**config.mk**
```make
export PLATFORM = sky130hd
export DESIGN_NAME = uart_tx_engine
export DESIGN_NICKNAME = d
export VERILOG_FILES = /design/src/rtl/uart_tx_pkg.sv /design/src/rtl/uart_tx_fifo.sv /design/src/rtl/uart_tx_engine.sv
export SDC_FILE = /design/constraint.sdc
export NUM_CORES = 1
export LEC_CHECK = 0
export BUFFER_PORTS_ARGS = -buffer_cell sky130_fd_sc_hd__buf_2
export CAP_MARGIN = 40
export CORE_ASPECT_RATIO = 0.9
export CORE_MARGIN = 2
export CORE_UTILIZATION = 53
export DETAILED_ROUTE_END_ITERATION = 6
export PLACE_DENSITY = 0.76
export SETUP_SLACK_MARGIN = 0.05
export SLEW_MARGIN = 20
export SYNTH_ARGS = -nofsm -noshare
export SYNTH_HDL_FRONTEND = slang
export SYNTH_SLANG_ARGS = --single-unit
```
**constraint.sdc**
```tcl
create_clock -name clk_i -period 3.3 [get_ports clk_i]
set_clock_uncertainty 0.05 [all_clocks]
set_input_delay 0.66 -clock clk_i [delete_from_list [all_inputs] [get_ports clk_i]]
set_output_delay 0.66 -clock clk_i [all_outputs]
set_load 0.01 [all_outputs]
```
**src/rtl/uart_tx_pkg.sv**
```systemverilog
// Shared definitions for the UART transmit engine: register map, FSM states
// and STATUS field positions.
package uart_tx_pkg;

  localparam logic [11:0] ADDR_DIV    = 12'h000;
  localparam logic [11:0] ADDR_TXDATA = 12'h004;
  localparam logic [11:0] ADDR_STATUS = 12'h010;
  localparam logic [11:0] ADDR_CLR    = 12'h014;
  localparam logic [11:0] ADDR_LEVEL  = 12'h018;
  localparam logic [11:0] ADDR_TXEN   = 12'h01C;

  typedef enum logic [1:0] {
    IDLE,
    START,
    DATA,
    STOP
  } tx_state_e;

  localparam int STATUS_EMPTY    = 0;
  localparam int STATUS_FULL     = 1;
  localparam int STATUS_BUSY     = 2;
  localparam int STATUS_OVERFLOW = 3;

endpackage

```
**src/rtl/uart_tx_fifo.sv**
```systemverilog
// Show-ahead byte FIFO for the UART transmitter; rdata is the head entry
// whenever the FIFO is not empty.
module uart_tx_fifo #(
  parameter int WIDTH = 8,
  parameter int DEPTH = 8
) (
  input  logic                     clk_i,
  input  logic                     rst_ni,
  input  logic                     push,
  input  logic                     pop,
  input  logic [WIDTH-1:0]         wdata,
  output logic [WIDTH-1:0]         rdata,
  output logic [$clog2(DEPTH):0]   count,
  output logic                     full,
  output logic                     empty
);

  localparam int PTR_W = $clog2(DEPTH);
  localparam int CNT_W = PTR_W + 1;

  logic [WIDTH-1:0] mem [DEPTH];
  logic [PTR_W-1:0] wr_ptr;
  logic [PTR_W-1:0] rd_ptr;
  logic             do_push;
  logic             do_pop;

  assign full  = (count == CNT_W'(DEPTH));
  assign empty = (count == '0);
  assign rdata = mem[rd_ptr];

  // Pop is resolved first so a full FIFO can accept a push in the same cycle.
  assign do_pop  = pop && !empty;
  assign do_push = push && (!full || do_pop);

  always_ff @(posedge clk_i) begin
    if (do_push) begin
      mem[wr_ptr] <= wdata;
    end
  end

  always_ff @(posedge clk_i or negedge rst_ni) begin
    if (!rst_ni) begin
      wr_ptr <= '0;
      rd_ptr <= '0;
      count  <= '0;
    end else begin
      if (do_push) begin
        wr_ptr <= wr_ptr + PTR_W'(1);
      end
      if (do_pop) begin
        rd_ptr <= rd_ptr + PTR_W'(1);
      end
      unique case ({do_push, do_pop})
        2'b10:   count <= count + CNT_W'(1);
        2'b01:   count <= count - CNT_W'(1);
        default: count <= count;
      endcase
    end
  end

endmodule

```
**src/rtl/uart_tx_engine.sv**
```systemverilog
// UART transmitter: register block, TX FIFO and 8N1 framing FSM with a
// per-frame sampled baud divisor.
module uart_tx_engine
  import uart_tx_pkg::*;
#(
  parameter int FIFO_DEPTH = 8,
  parameter int DIV_W      = 16
) (
  input  logic        clk_i,
  input  logic        rst_ni,
  input  logic        reg_we,
  input  logic        reg_re,
  input  logic [11:0] reg_addr,
  input  logic [31:0] reg_wdata,
  output logic [31:0] reg_rdata,
  output logic        tx_o,
  output logic        intr_tx,
  output logic        intr_tx_level,
  output logic        intr_tx_full,
  output logic        intr_tx_empty
);

  localparam int LVL_W = $clog2(FIFO_DEPTH) + 1;

  logic [DIV_W-1:0] ctrl_div;
  logic [DIV_W-1:0] div_q;
  logic [DIV_W-1:0] bit_cnt;
  logic [LVL_W-1:0] level;
  logic [LVL_W-1:0] fifo_count;
  logic             txen;
  logic             overflow;
  tx_state_e        state;
  logic [7:0]       shift_q;
  logic [7:0]       fifo_rdata;
  logic [2:0]       bit_idx;
  logic             fifo_full;
  logic             fifo_empty;
  logic             fifo_push;
  logic             fifo_pop;
  logic             start_ok;
  logic             bit_end;
  logic             txdata_wr;
  logic             busy;
  logic [3:0]       status;
  logic [31:0]      rd_mux;
  logic             unused_wdata;

  assign unused_wdata = ^reg_wdata;

  uart_tx_fifo #(
    .WIDTH (8),
    .DEPTH (FIFO_DEPTH)
  ) u_fifo (
    .clk_i  (clk_i),
    .rst_ni (rst_ni),
    .push   (fifo_push),
    .pop    (fifo_pop),
    .wdata  (reg_wdata[7:0]),
    .rdata  (fifo_rdata),
    .count  (fifo_count),
    .full   (fifo_full),
    .empty  (fifo_empty)
  );

  assign intr_tx_full  = fifo_full;
  assign intr_tx_empty = fifo_empty;
  assign intr_tx_level = (fifo_count <= level);

  // A divisor below 2 would leave no room for the bit counter, so it holds off transmission.
  assign start_ok  = txen && !fifo_empty && (ctrl_div >= DIV_W'(2));
  assign bit_end   = (bit_cnt == '0);
  assign fifo_pop  = start_ok && ((state == IDLE) || ((state == STOP) && bit_end));
  assign txdata_wr = reg_we && (reg_addr == ADDR_TXDATA);
  assign fifo_push = txdata_wr && (!fifo_full || fifo_pop);
  assign busy      = (state != IDLE);

  assign status[STATUS_EMPTY]    = fifo_empty;
  assign status[STATUS_FULL]     = fifo_full;
  assign status[STATUS_BUSY]     = busy;
  assign status[STATUS_OVERFLOW] = overflow;

  always_ff @(posedge clk_i or negedge rst_ni) begin
    if (!rst_ni) begin
      ctrl_div <= '0;
      level    <= '0;
      txen     <= 1'b0;
      overflow <= 1'b0;
    end else begin
      if (reg_we) begin
        case (reg_addr)
          ADDR_DIV:   ctrl_div <= reg_wdata[DIV_W-1:0];
          ADDR_LEVEL: level    <= reg_wdata[LVL_W-1:0];
          ADDR_TXEN:  txen     <= reg_wdata[0];
          ADDR_CLR:   if (reg_wdata[0]) overflow <= 1'b0;
          default:    ;
        endcase
      end
      if (txdata_wr && fifo_full && !fifo_pop) begin
        overflow <= 1'b1;
      end
    end
  end

  always_comb begin
    rd_mux = '0;
    case (reg_addr)
      ADDR_DIV:    rd_mux[DIV_W-1:0] = ctrl_div;
      ADDR_STATUS: rd_mux[3:0]       = status;
      ADDR_LEVEL:  rd_mux[LVL_W-1:0] = level;
      ADDR_TXEN:   rd_mux[0]         = txen;
      default:     ;
    endcase
  end

  always_ff @(posedge clk_i or negedge rst_ni) begin
    if (!rst_ni) begin
      reg_rdata <= '0;
    end else if (reg_re) begin
      reg_rdata <= rd_mux;
    end
  end

  always_ff @(posedge clk_i) begin
    if (fifo_pop) begin
      shift_q <= fifo_rdata;
    end else if (bit_end && ((state == START) || (state == DATA))) begin
      shift_q <= {1'b0, shift_q[7:1]};
    end
  end

  // A pop always launches a new frame, from IDLE or straight out of STOP.
  always_ff @(posedge clk_i or negedge rst_ni) begin
    if (!rst_ni) begin
      state   <= IDLE;
      tx_o    <= 1'b1;
      intr_tx <= 1'b0;
      div_q   <= '0;
      bit_cnt <= '0;
      bit_idx <= '0;
    end else begin
      intr_tx <= (state == STOP) && bit_end;
      if (fifo_pop) begin
        state   <= START;
        tx_o    <= 1'b0;
        div_q   <= ctrl_div;
        bit_cnt <= ctrl_div - DIV_W'(1);
      end else begin
        case (state)
          IDLE: begin
            tx_o <= 1'b1;
          end
          START: begin
            if (bit_end) begin
              state   <= DATA;
              tx_o    <= shift_q[0];
              bit_idx <= '0;
              bit_cnt <= div_q - DIV_W'(1);
            end else begin
              bit_cnt <= bit_cnt - DIV_W'(1);
            end
          end
          DATA: begin
            if (bit_end) begin
              bit_cnt <= div_q - DIV_W'(1);
              if (bit_idx == 3'd7) begin
                state <= STOP;
                tx_o  <= 1'b1;
              end else begin
                tx_o    <= shift_q[0];
                bit_idx <= bit_idx + 3'd1;
              end
            end else begin
              bit_cnt <= bit_cnt - DIV_W'(1);
            end
          end
          STOP: begin
            if (bit_end) begin
              state <= IDLE;
            end else begin
              bit_cnt <= bit_cnt - DIV_W'(1);
            end
          end
          default: state <= IDLE;
        endcase
      end
    end
  end

endmodule

```
==> results of run 1 <==
synth_stat cells (8+ instances only):
master and n:
nand2b_1 8, xnor2_1 22, nor4_1 10, or4_1 11
nor3_1 21, nand2_1 103, o21ai_0 47, nand3_1 26
buf_2 9, ha_1 20, dfrtp_1 86, mux2i_1 12
buf_4 16, xor2_1 22, clkbuf_1 21, edfxtp_1 72
mux2_2 21, mux4_2 16, a21oi_1 22, nor2_1 44
inv_1 28
cells by family after synthesis:
family / share of synthesized area
compound gates: 0.08913
flops: 0.5396
xor+xnor: 0.04791
other cells: 0.0004662
buf+inv: 0.04853
simple gates: 0.1541
fa+ha+maj: 0.03111
mux: 0.08913
layout make-up:
| type | count | area, µm² | share of cell area |
|---|---|---|---|
| Clock buffer | 17 | 425.4 | 0.04553 |
| Clock inverter | 15 | 168.9 | 0.01808 |
| Inverter | 29 | 108.9 | 0.01165 |
| Multi-Input combinational cell | 497 | 3417 | 0.3657 |
| Sequential cell | 159 | 4343 | 0.4648 |
| Tap cell | 198 | 247.7 | 0.02651 |
| Timing Repair Buffer | 98 | 633.1 | 0.06776 |
worst max-delay path: cells and delay by family, from the launching register on:
family	cells	cell delay, ns
simple gates	4	1.62
flops	1	0.46
buf+inv	3	0.35
fa+ha+maj	1	0.22
xor+xnor	1	0.18
compound gates	1	0.17
report_power, final:
group	switching, W	internal (W)	total (W)
Clock	0.000915	0.00101	0.00193
Sequential	0.0000857	0.00215	0.00224
Combinational	0.000526	0.000395	0.000921
registers in the layout (all words and copies together) (netlist names):
name	count
u_fifo.mem	64
bit_cnt	16
ctrl_div	16
div_q	16
reg_rdata	16
shift_q	8
level	4
u_fifo.count	4
bit_idx	3
u_fifo.rd_ptr	3
u_fifo.wr_ptr	3
state	2
intr_tx	1
overflow	1
tx_o	1
txen	1
metal layers:
metal	wire [µm]	vias up	global-route usage	share of wire
met5	0	-	0	0
met4	265	0	0.07247	0.014
met3	1462	27	0.06516	0.077
met2	9226	270	0.4019	0.49
met1	7967	2963	0.3314	0.42
li1	-	2739	-	-
worst max-delay path by stage:
stage                       startpoint  depth (start not counted)         endpoint  slack (ns)
after floorplan            ctrl_div[7]                         15  u_fifo.count[2]        0.06
after global placement      bit_cnt[1]                         15  u_fifo.count[2]        0.14
after detailed placement    bit_cnt[1]                         15  u_fifo.count[2]        0.10
after CTS                   bit_cnt[1]                         15  u_fifo.count[2]        0.08
after global routing        bit_cnt[1]                         15  u_fifo.count[2]        0.05
final                     ctrl_div[14]                         10  u_fifo.count[3]        0.18
metrics by stage:
stage / hold WS (ns) / instances / setup slack [ns] / power (W)
after floorplan: 0.3144 / 737 / 0.06183 / 0.002869
after global placement: 0.4270 / 981 / 0.1353 / 0.003138
after detailed placement: 0.4372 / 981 / 0.1011 / 0.003162
after CTS: 0.2087 / 1013 / 0.07614 / 0.005090
after global routing: 0.2290 / 1013 / 0.05417 / 0.005309
final: 0.1895 / 1013 / 0.1811 / 0.005086
timing repair:
action,in CTS,in global routing
hold endpoints to repair,0,0
endpoints found under the setup margin,0,6
resized for setup,0,8
==> impl_results.md, run 1 <==
- Outcome: complete, no violations
- Number of synthesized register bits: 159
- Crit path launch type: register
- GP Congestion: 0.8542
- Post-synthesis sequential area ratio: 0.5396
- CTS buffer count: 17
- Residual DRC: 0
- Worst-path cell chain: or4_4, or4_4, nand3_4, buf_4, inv_2, buf_12, ha_2, or3_1, a21oi_1, xor2_1
- Worst slew pin tran: 0.8551 ns
- Die X: 133.9 µm
- Initial antenna violation count: 0
- Area growth syn-to-layout: 16.16%
- Number of setup buffers added after CTS: 0
- Reg2reg setup slack: 0.18 ns
- Routed wire per std cell: 18.68 µm
- WP data arrival: 3.42 ns
- Critical R2R Launch: ctrl_div[14]
- Max Cap Viol: 0
- Distinct cells, synth: 60
- Crit Path Category: reg2reg
- First-pass GRT wire length: 30710 µm
- Final Cell Area: 0.009344 mm²
- Mapped Area: 0.008044 mm²
- Worst Setup End Kind: register
- Post-route ant nets: 0
- Area contributors post-synth: edfxtp_1 27%, dfrtp_1 27%, nand2_1 4.8%
- Ys Warns: 0
- # clock sinks: 159
- Most used cell, CP: or4_4
- VDD IR max: 444.1 µV
- Post-DR vias/cell: 5.922
- Placed Area: 0.008733 mm²
- Final hold viol count: 0
- Io pins: 85
- Hold/Removal Path Class: in2async
- Total Nets Final: 870
- Worst flop-to-flop path endpoint: u_fifo.count[3]
- # H-tree levels: 4
- Via count: 5999
- Clk buf depth: 2
- Routed wire length: 18920 µm
- Layout cell share with drive strength beyond 1: 0.2344
- Num rows: 42
- Clk_lat worst skew: 0.43 ns
- CTS tree: built
- Vias in the first global route: 5861
- Min Tclk post-route: 3.119 ns
- Fmax: 0.3206 GHz
- Commonest cells after routing, fill and taps aside: 103 x nand2_1, 84 x dfrtp_1, 72 x edfxtp_1, 51 x buf_2, 47 x o21ai_0
- Core Util, Final: 0.6328
- Drt first pass iters: 5
- Clock Pin Slew Worst Setup and Hold Paths: 0.07 ns
- PwrDens: 544.3 mW/mm²
- Post-synth ARST share: 0.5472
- Total gr overflow: 0
- Largest net degree at the start of global routing: 52
- Core ar.: 0.01477 mm²
- Max stage delay on crit path: 0.59 ns
- Syn_area_per_cell: 11.14 µm²
- EDFF count, synth: 72
- Die H: 120.9 µm
- Root Driver: clkbuf_16
- RSZ-0062 raised after global routing: no
- I/O Buffers: 52
- Final setup TNS: 0 ns
- Die area: 0.01618 mm²
- Number of DRC markers in iteration 0: 751
- Final Cycle Share: 0.9451
- Slew headroom: 0.4299
- Top cell type by total area after synthesis: edfxtp_1
- Hpwl dp: 12900 µm
- Required time of the worst setup path: 3.60 ns
- All-Layer GR Usage: 0.2479
- CP Max Fanout: 38
- Fill count: 1080
- # setup viols final: 0
- Commonest non-fill, non-tap cell in the layout: nand2_1
- Hold_buf cts: 0
- Max-slew violation count: 0
- R2r worst-path depth: 10
- Post-synth top flop: dfrtp_1
- # diodes: 0
- Initial Util: 0.5447
- Slowest-stage cell, CP: or4_4
- Top cell type's share of synthesized area: 0.2688
- Static Leak: 4.073 nW
- Post-Syn Instances: 722
Note: power is estimated with default switching activity, not from simulation.
==> inputs of run 2 (changes only) <==
ABC_AREA = 1   (was not set)
CORE_UTILIZATION = 54   (was 53)
PLACE_DENSITY = 0.77   (was 0.76)
==> run 2 against run 1 <==
Against the previous run:
- total power up 12%
- highest routed layer unchanged
- sequential share of layout area down 0.71 points
- first-iteration DRC count down 18%
- critical endpoint is now u_fifo.count[2]
- critical path type unchanged
- worst setup slack better by 0.25 ns
- via count up 15%
- global-route usage up 0.095 points
- clock-buffer cell count unchanged
- die area up 2.6%
==> impl_results.md, run 2 <==
- Final setup TNS: 0 ns
- Max Cap Viol: 0
- Layout cell share with drive strength beyond 1: 0.1083
- Initial antenna violation count: 0
- Total gr overflow: 0
- Final Cycle Share: 0.8700
- EDFF count, synth: 72
- Outcome: complete, no violations
- Root Driver: clkbuf_16
- Mapped Area: 0.008413 mm²
- Final hold viol count: 0
- GP Congestion: 0.9032
- Post-synth ARST share: 0.5472
- Via count: 6883
- Drt first pass iters: 6
- RSZ-0062 raised after global routing: no
- All-Layer GR Usage: 0.2488
- Distinct cells, synth: 41
- Largest net degree at the start of global routing: 60
- Core Util, Final: 0.6185
- Die X: 135.6 µm
- Synth top cells by count: 304 x nand2_1, 128 x nor2_1, 86 x dfrtp_1
- Vias in the first global route: 6535
- Top cell type by total area after synthesis: edfxtp_1
- Fill count: 1292
- Fmax: 0.3483 GHz
- Max-slew violation count: 0
- Post-synthesis sequential area ratio: 0.5159
- Number of synthesized register bits: 159
- Num rows: 43
- Static Leak: 4.417 nW
- Number of flip-flops under the largest register name: 64
- Area contributors post-synth: edfxtp_1 26%, dfrtp_1 26%, nand2_1 14%
- Die H: 122.4 µm
- Most frequent cell after synthesis: nand2_1
- Min Tclk post-route: 2.871 ns
- I/O Buffers: 52
- Initial Util: 0.5487
- Slew headroom: 0.4966
- Required time of the worst setup path: 3.60 ns
- Worst flop-to-flop path endpoint: u_fifo.count[2]
- Post-Syn Instances: 1006
- Commonest cells after routing, fill and taps aside: 304 x nand2_1, 128 x nor2_1, 86 x dfrtp_1, 84 x inv_1, 72 x edfxtp_1
- Worst Setup End Kind: register
- Top cell type's share of synthesized area: 0.2570
- Commonest non-fill, non-tap cell in the layout: nand2_1
- First-pass GRT wire length: 31640 µm
- Io pins: 85
- CTS tree: built
- VDD IR max: 405.8 µV
- # diodes: 0
- CTS buffer count: 17
- R2r worst-path depth: 19
- Residual DRC: 0
- Core ar.: 0.01533 mm²
- Routed wire length: 19290 µm
- Critical R2R Launch: bit_cnt[0]
- Die area: 0.01660 mm²
- Clock Pin Slew Worst Setup and Hold Paths: 0.07 ns
- Post-DR vias/cell: 5.369
- Clk_lat worst skew: 0.44 ns
- Reg2reg setup slack: 0.43 ns
- Hold_buf cts: 0
- WP data arrival: 3.18 ns
- Clk buf depth: 2
- # H-tree levels: 4
- Routed wire per std cell: 15.05 µm
- CTS resizes: 0
- Hold/Removal Path Class: in2async
- Placed Area: 0.008861 mm²
- Crit Path Category: reg2reg
- # clock sinks: 159
- Syn_area_per_cell: 8.363 µm²
- PwrDens: 603.1 mW/mm²
- Final setup margin: 0.4291 ns
- Register with the most flip-flops: u_fifo.mem
- Ys Warns: 0
- Final Cell Area: 0.009484 mm²
- # setup viols final: 0
- Number of setup buffers added after CTS: 0
- CP Max Fanout: 6
- Number of DRC markers in iteration 0: 616
- Post-synth top flop: dfrtp_1
- Area growth syn-to-layout: 12.73%
- Crit path launch type: register
- Post-route ant nets: 0
- Hpwl dp: 13570 µm
- Total Nets Final: 1135
- Worst slew pin tran: 0.7552 ns
- Pre-CTS setup slack: 0.4745 ns
==> run 2: cell types whose count changed after synthesis, moves of 17 or more <==
cell / change
inv_1: +56
nand2_1: +201
nand3_1: +32
o21ai_1: +17
mux2_2: -21
nor2_1: +84
==> run 2: cell families after synthesis <==
group	count (synthesis)	synth area share
other	1	0.0004457
AND/OR/NAND/NOR	530	0.2571
XOR/XNOR	30	0.03123
AO/OA/AOI/OAI	127	0.08373
flip-flops	159	0.5159
adder cells (fa/ha/maj)	20	0.02974
buffers and inverters	132	0.07347
multiplexers	7	0.008329
==> run 2: metrics by stage <==
stage               std cells  hold slack (ns)  power, W
floorplan                1021           0.3144  0.003414
global placement         1249           0.4082  0.003668
detailed placement       1250           0.4134  0.003712
CTS                      1282           0.2180  0.005732
global route             1282           0.2387  0.006056
finish                   1282           0.1979  0.005720
==> run 2: how the worst max path moves through the flow <==
stage	from	slack (ns)	endpoint
floorplan	reg_addr[11]	0.62	u_fifo.count[2]
global placement	reg_addr[11]	0.56	u_fifo.count[2]
detailed placement	bit_cnt[0]	0.47	u_fifo.count[2]
CTS	bit_cnt[0]	0.47	u_fifo.count[2]
global route	bit_cnt[0]	0.14	u_fifo.count[2]
finish	bit_cnt[0]	0.43	u_fifo.count[2]
==> run 2: critical path, cell delays in order, from the launching register on <==
cell	delay, ns
dfrtp_1	0.39
inv_1	0.10
ha_1	0.20
inv_1	0.06
nor2_1	0.08
nand2_1	0.06
nor2_2	0.12
nand3_1	0.14
nand2_2	0.11
nand2_4	0.06
nand2_2	0.12
nand2_1	0.14
ha_1	0.25
nand2_1	0.10
inv_1	0.04
nor2_1	0.19
ha_1	0.19
a21oi_1	0.05
xor2_1	0.16
o21ai_0	0.16
==> run 2: layer usage <==
metal,GRT usage,vias to the layer above,share of wire
li1,-,3385,-
met1,0.3209,3239,0.44
met2,0.4154,224,0.48
met3,0.04750,35,0.052
met4,0.1029,0,0.021
met5,0,-,0
==> run 2: area by class of cell <==
class                      instances  area, µm²  share of cell area
inverter                          88      331.6             0.03496
clock inverter                    15      197.7             0.02084
multi-input combinational        730       3511              0.3702
tap                              202      252.7             0.02665
sequential                       159       4340              0.4577
timing repair buffer              71      425.4             0.04485
clock buffer                      17      425.4             0.04485
==> run 2: report_power, final <==
group	switching, W	leakage [nW]	total, W	internal [W]
Sequential	0.000132	1.76	0.00232	0.00219
Clock	0.000926	0.303	0.00202	0.00110
Combinational	0.000899	2.35	0.00138	0.000477
Total	0.00196	4.42	0.00572	0.00376
==> inputs of run 3 (changes only) <==
clock period = 2.4 ns   (was 3.3 ns; I/O delays follow)
==> run 3 against run 2 <==
Against the previous run:
- the flow now finishes with violations (DRC, hold timing, setup timing)
- combinational power increased by 64%
- sequential cell count unchanged
- utilization increased by 4.4 points
- global-route usage increased by 1.7 points
- die area unchanged
- worst hold slack got worse by 0.20 ns
- critical path type unchanged
- largest cell class unchanged
==> impl_results.md, run 3 (synthesized netlist as in run 2, its figures left out) <==
- Total Nets Final: 1190
- Final setup margin: -0.002182 ns
- Worst Hold Slack: -0.001757 ns
- Worst flop-to-flop path endpoint: u_fifo.count[3]
- R2r worst-path depth: 19
- Max Cap Viol: 0
- Die H: 122.4 µm
- PwrDens: 803.6 mW/mm²
- Total gr overflow: 0
- Required time of the worst setup path: 2.67 ns
- Initial Util: 0.5487
- Root Driver: clkbuf_16
- Core ar.: 0.01533 mm²
- All-Layer GR Usage: 0.2653
- Final Cycle Share: 1.001
- Worst slew pin tran: 0.6249 ns
- RSZ-0062 raised after global routing: yes
- Worst Setup End Kind: register
- VDD IR max: 701.5 µV
- # diodes: 0
- Clock Pin Slew Worst Setup and Hold Paths: 0.07 ns
- Pre-CTS setup slack: -0.1310 ns
- Max stage delay on crit path: 0.39 ns
- # setup viols final: 1
- Worst-path cell chain: inv_2, ha_4, inv_2, nor2_1, nand2_1, nor2_4, nand3_2, nand2_2, nand2_4, nand2_4, nand2_4, ha_4, nand2_2, inv_2, nor2_4, nand2_2, o21ai_2, nand3_2, xor2_1
- Area growth syn-to-layout: 20.84%
- Final Cell Area: 0.01017 mm²
- Slowest-stage cell, CP: dfrtp_1
- Placed Area: 0.009275 mm²
- Outcome: finished with violations
- Failing checks: DRC, hold timing, setup timing
- Vias in the first global route: 7020
- GP Congestion: 0.9130
- Largest net degree at the start of global routing: 59
- # H-tree levels: 4
- Reg2reg setup slack: -0.002 ns
- Number of flip-flops under the largest register name: 64
- Die area: 0.01660 mm²
- Crit Path Category: reg2reg
- Drt first pass iters: 7
- Residual DRC: 1
- Register with the most flip-flops: u_fifo.mem
- Crit path launch type: register
- Fill count: 1218
- End of the critical path: u_fifo.count[3]
- First-pass GRT wire length: 33940 µm
- Layout cell share with drive strength beyond 1: 0.1797
- Min Tclk post-route: 2.402 ns
- Clk_lat worst skew: 0.44 ns
- CTS tree: built
- # clock sinks: 159
- I/O Buffers: 52
- Power Total: 0.008169 W
- Post-DR vias/cell: 5.374
- WP data arrival: 2.68 ns
- Commonest cells after routing, fill and taps aside: 301 x nand2_1, 123 x nor2_1, 86 x dfrtp_1, 79 x inv_1, 72 x edfxtp_1
- Fmax: 0.4163 GHz
- Commonest non-fill, non-tap cell in the layout: nand2_1
- Final hold viol count: 1
- Num rows: 43
- Routed wire per std cell: 15.77 µm
- Post-route ant nets: 0
- Slew headroom: 0.5834
- Initial antenna violation count: 0
- Static Leak: 4.715 nW
- CP Max Fanout: 4
- Critical R2R Launch: bit_cnt[0]
- Clk buf depth: 2
- Final setup TNS: -0.002182 ns
- Crit path launch: bit_cnt[0]
- CTS buffer count: 17
- Via count: 7185
- Routed wire length: 21080 µm
- Io pins: 85
- Die X: 135.6 µm
- Max-slew violation count: 0
- Core Util, Final: 0.6630
- Hold/Removal Path Class: in2async
- Hpwl dp: 14270 µm
- Number of DRC markers in iteration 0: 643
## run 3: changes by cell type in the layout (fill, tap and decap cells not counted), sizes merged
cell / delta
buf: +54
clkinv: -3
clkbuf: +1
inv: +3
## run 3: area by class of cell
class	instances	area [µm²]	share of cell area
Sequential cell	159	4340	0.4270
Clock inverter	15	170.2	0.01674
Clock buffer	17	425.4	0.04185
Timing Repair Buffer	126	915.9	0.09009
Inverter	88	335.3	0.03298
Tap cell	202	252.7	0.02486
Multi-Input combinational cell	730	3726	0.3665
## run 3: what timing repair did
item | CTS | global route
cloned | 0 | 1
gates resized for setup | 23 | 29
pin swaps | 12 | 13
setup buffers | 5 | 3
hold buffers | 0 | 0
endpoints found under the setup margin | 43 | 93
## run 3: through the flow
stage	instances	hold WS, ns
floorplan	1021	0.1344
global placement	1297	0.4085
detailed placement	1297	0.4146
CTS	1333	0.03251
global route	1337	0.05419
finish	1337	-0.001757
## run 3: how the worst min path moves through the flow
stage	from	endpoint	slack [ns]	depth (start not counted)
floorplan	rst_ni	bit_cnt[0]	0.13	0
detailed placement	reg_rdata[12]	reg_rdata[12]	0.41	2
global placement	tx_o	tx_o	0.41	2
finish	rst_ni	ctrl_div[10]	-0.002	1
CTS	rst_ni	ctrl_div[10]	0.03	1
global route	rst_ni	ctrl_div[10]	0.05	1
## run 3: critical path: cells and delay by family (launching register included)
kind	cells	cell delay (ns)
AO/OA/AOI/OAI	1	0.17
XOR/XNOR	1	0.15
flip-flops	1	0.39
AND/OR/NAND/NOR	12	1.02
adder cells (fa/ha/maj)	2	0.34
buffers and inverters	3	0.16
## run 3: metal layers
layer,GRT usage,routed length [µm],up-vias
li1,-,-,3490
met1,0.3541,9228,3396
met2,0.4375,10070,250
met3,0.04585,1203,49
met4,0.1009,577,0
met5,0,0,-
## run 3: power by group
| part | internal (W) | switching (W) | leakage, nW | total, W |
|---|---|---|---|---|
| sequential | 0.00301 | 0.000158 | 1.76 | 0.00317 |
| combinational | 0.000900 | 0.00137 | 2.66 | 0.00227 |
| clock | 0.00149 | 0.00124 | 0.293 | 0.00273 |
| total | 0.00540 | 0.00277 | 4.71 | 0.00817 |
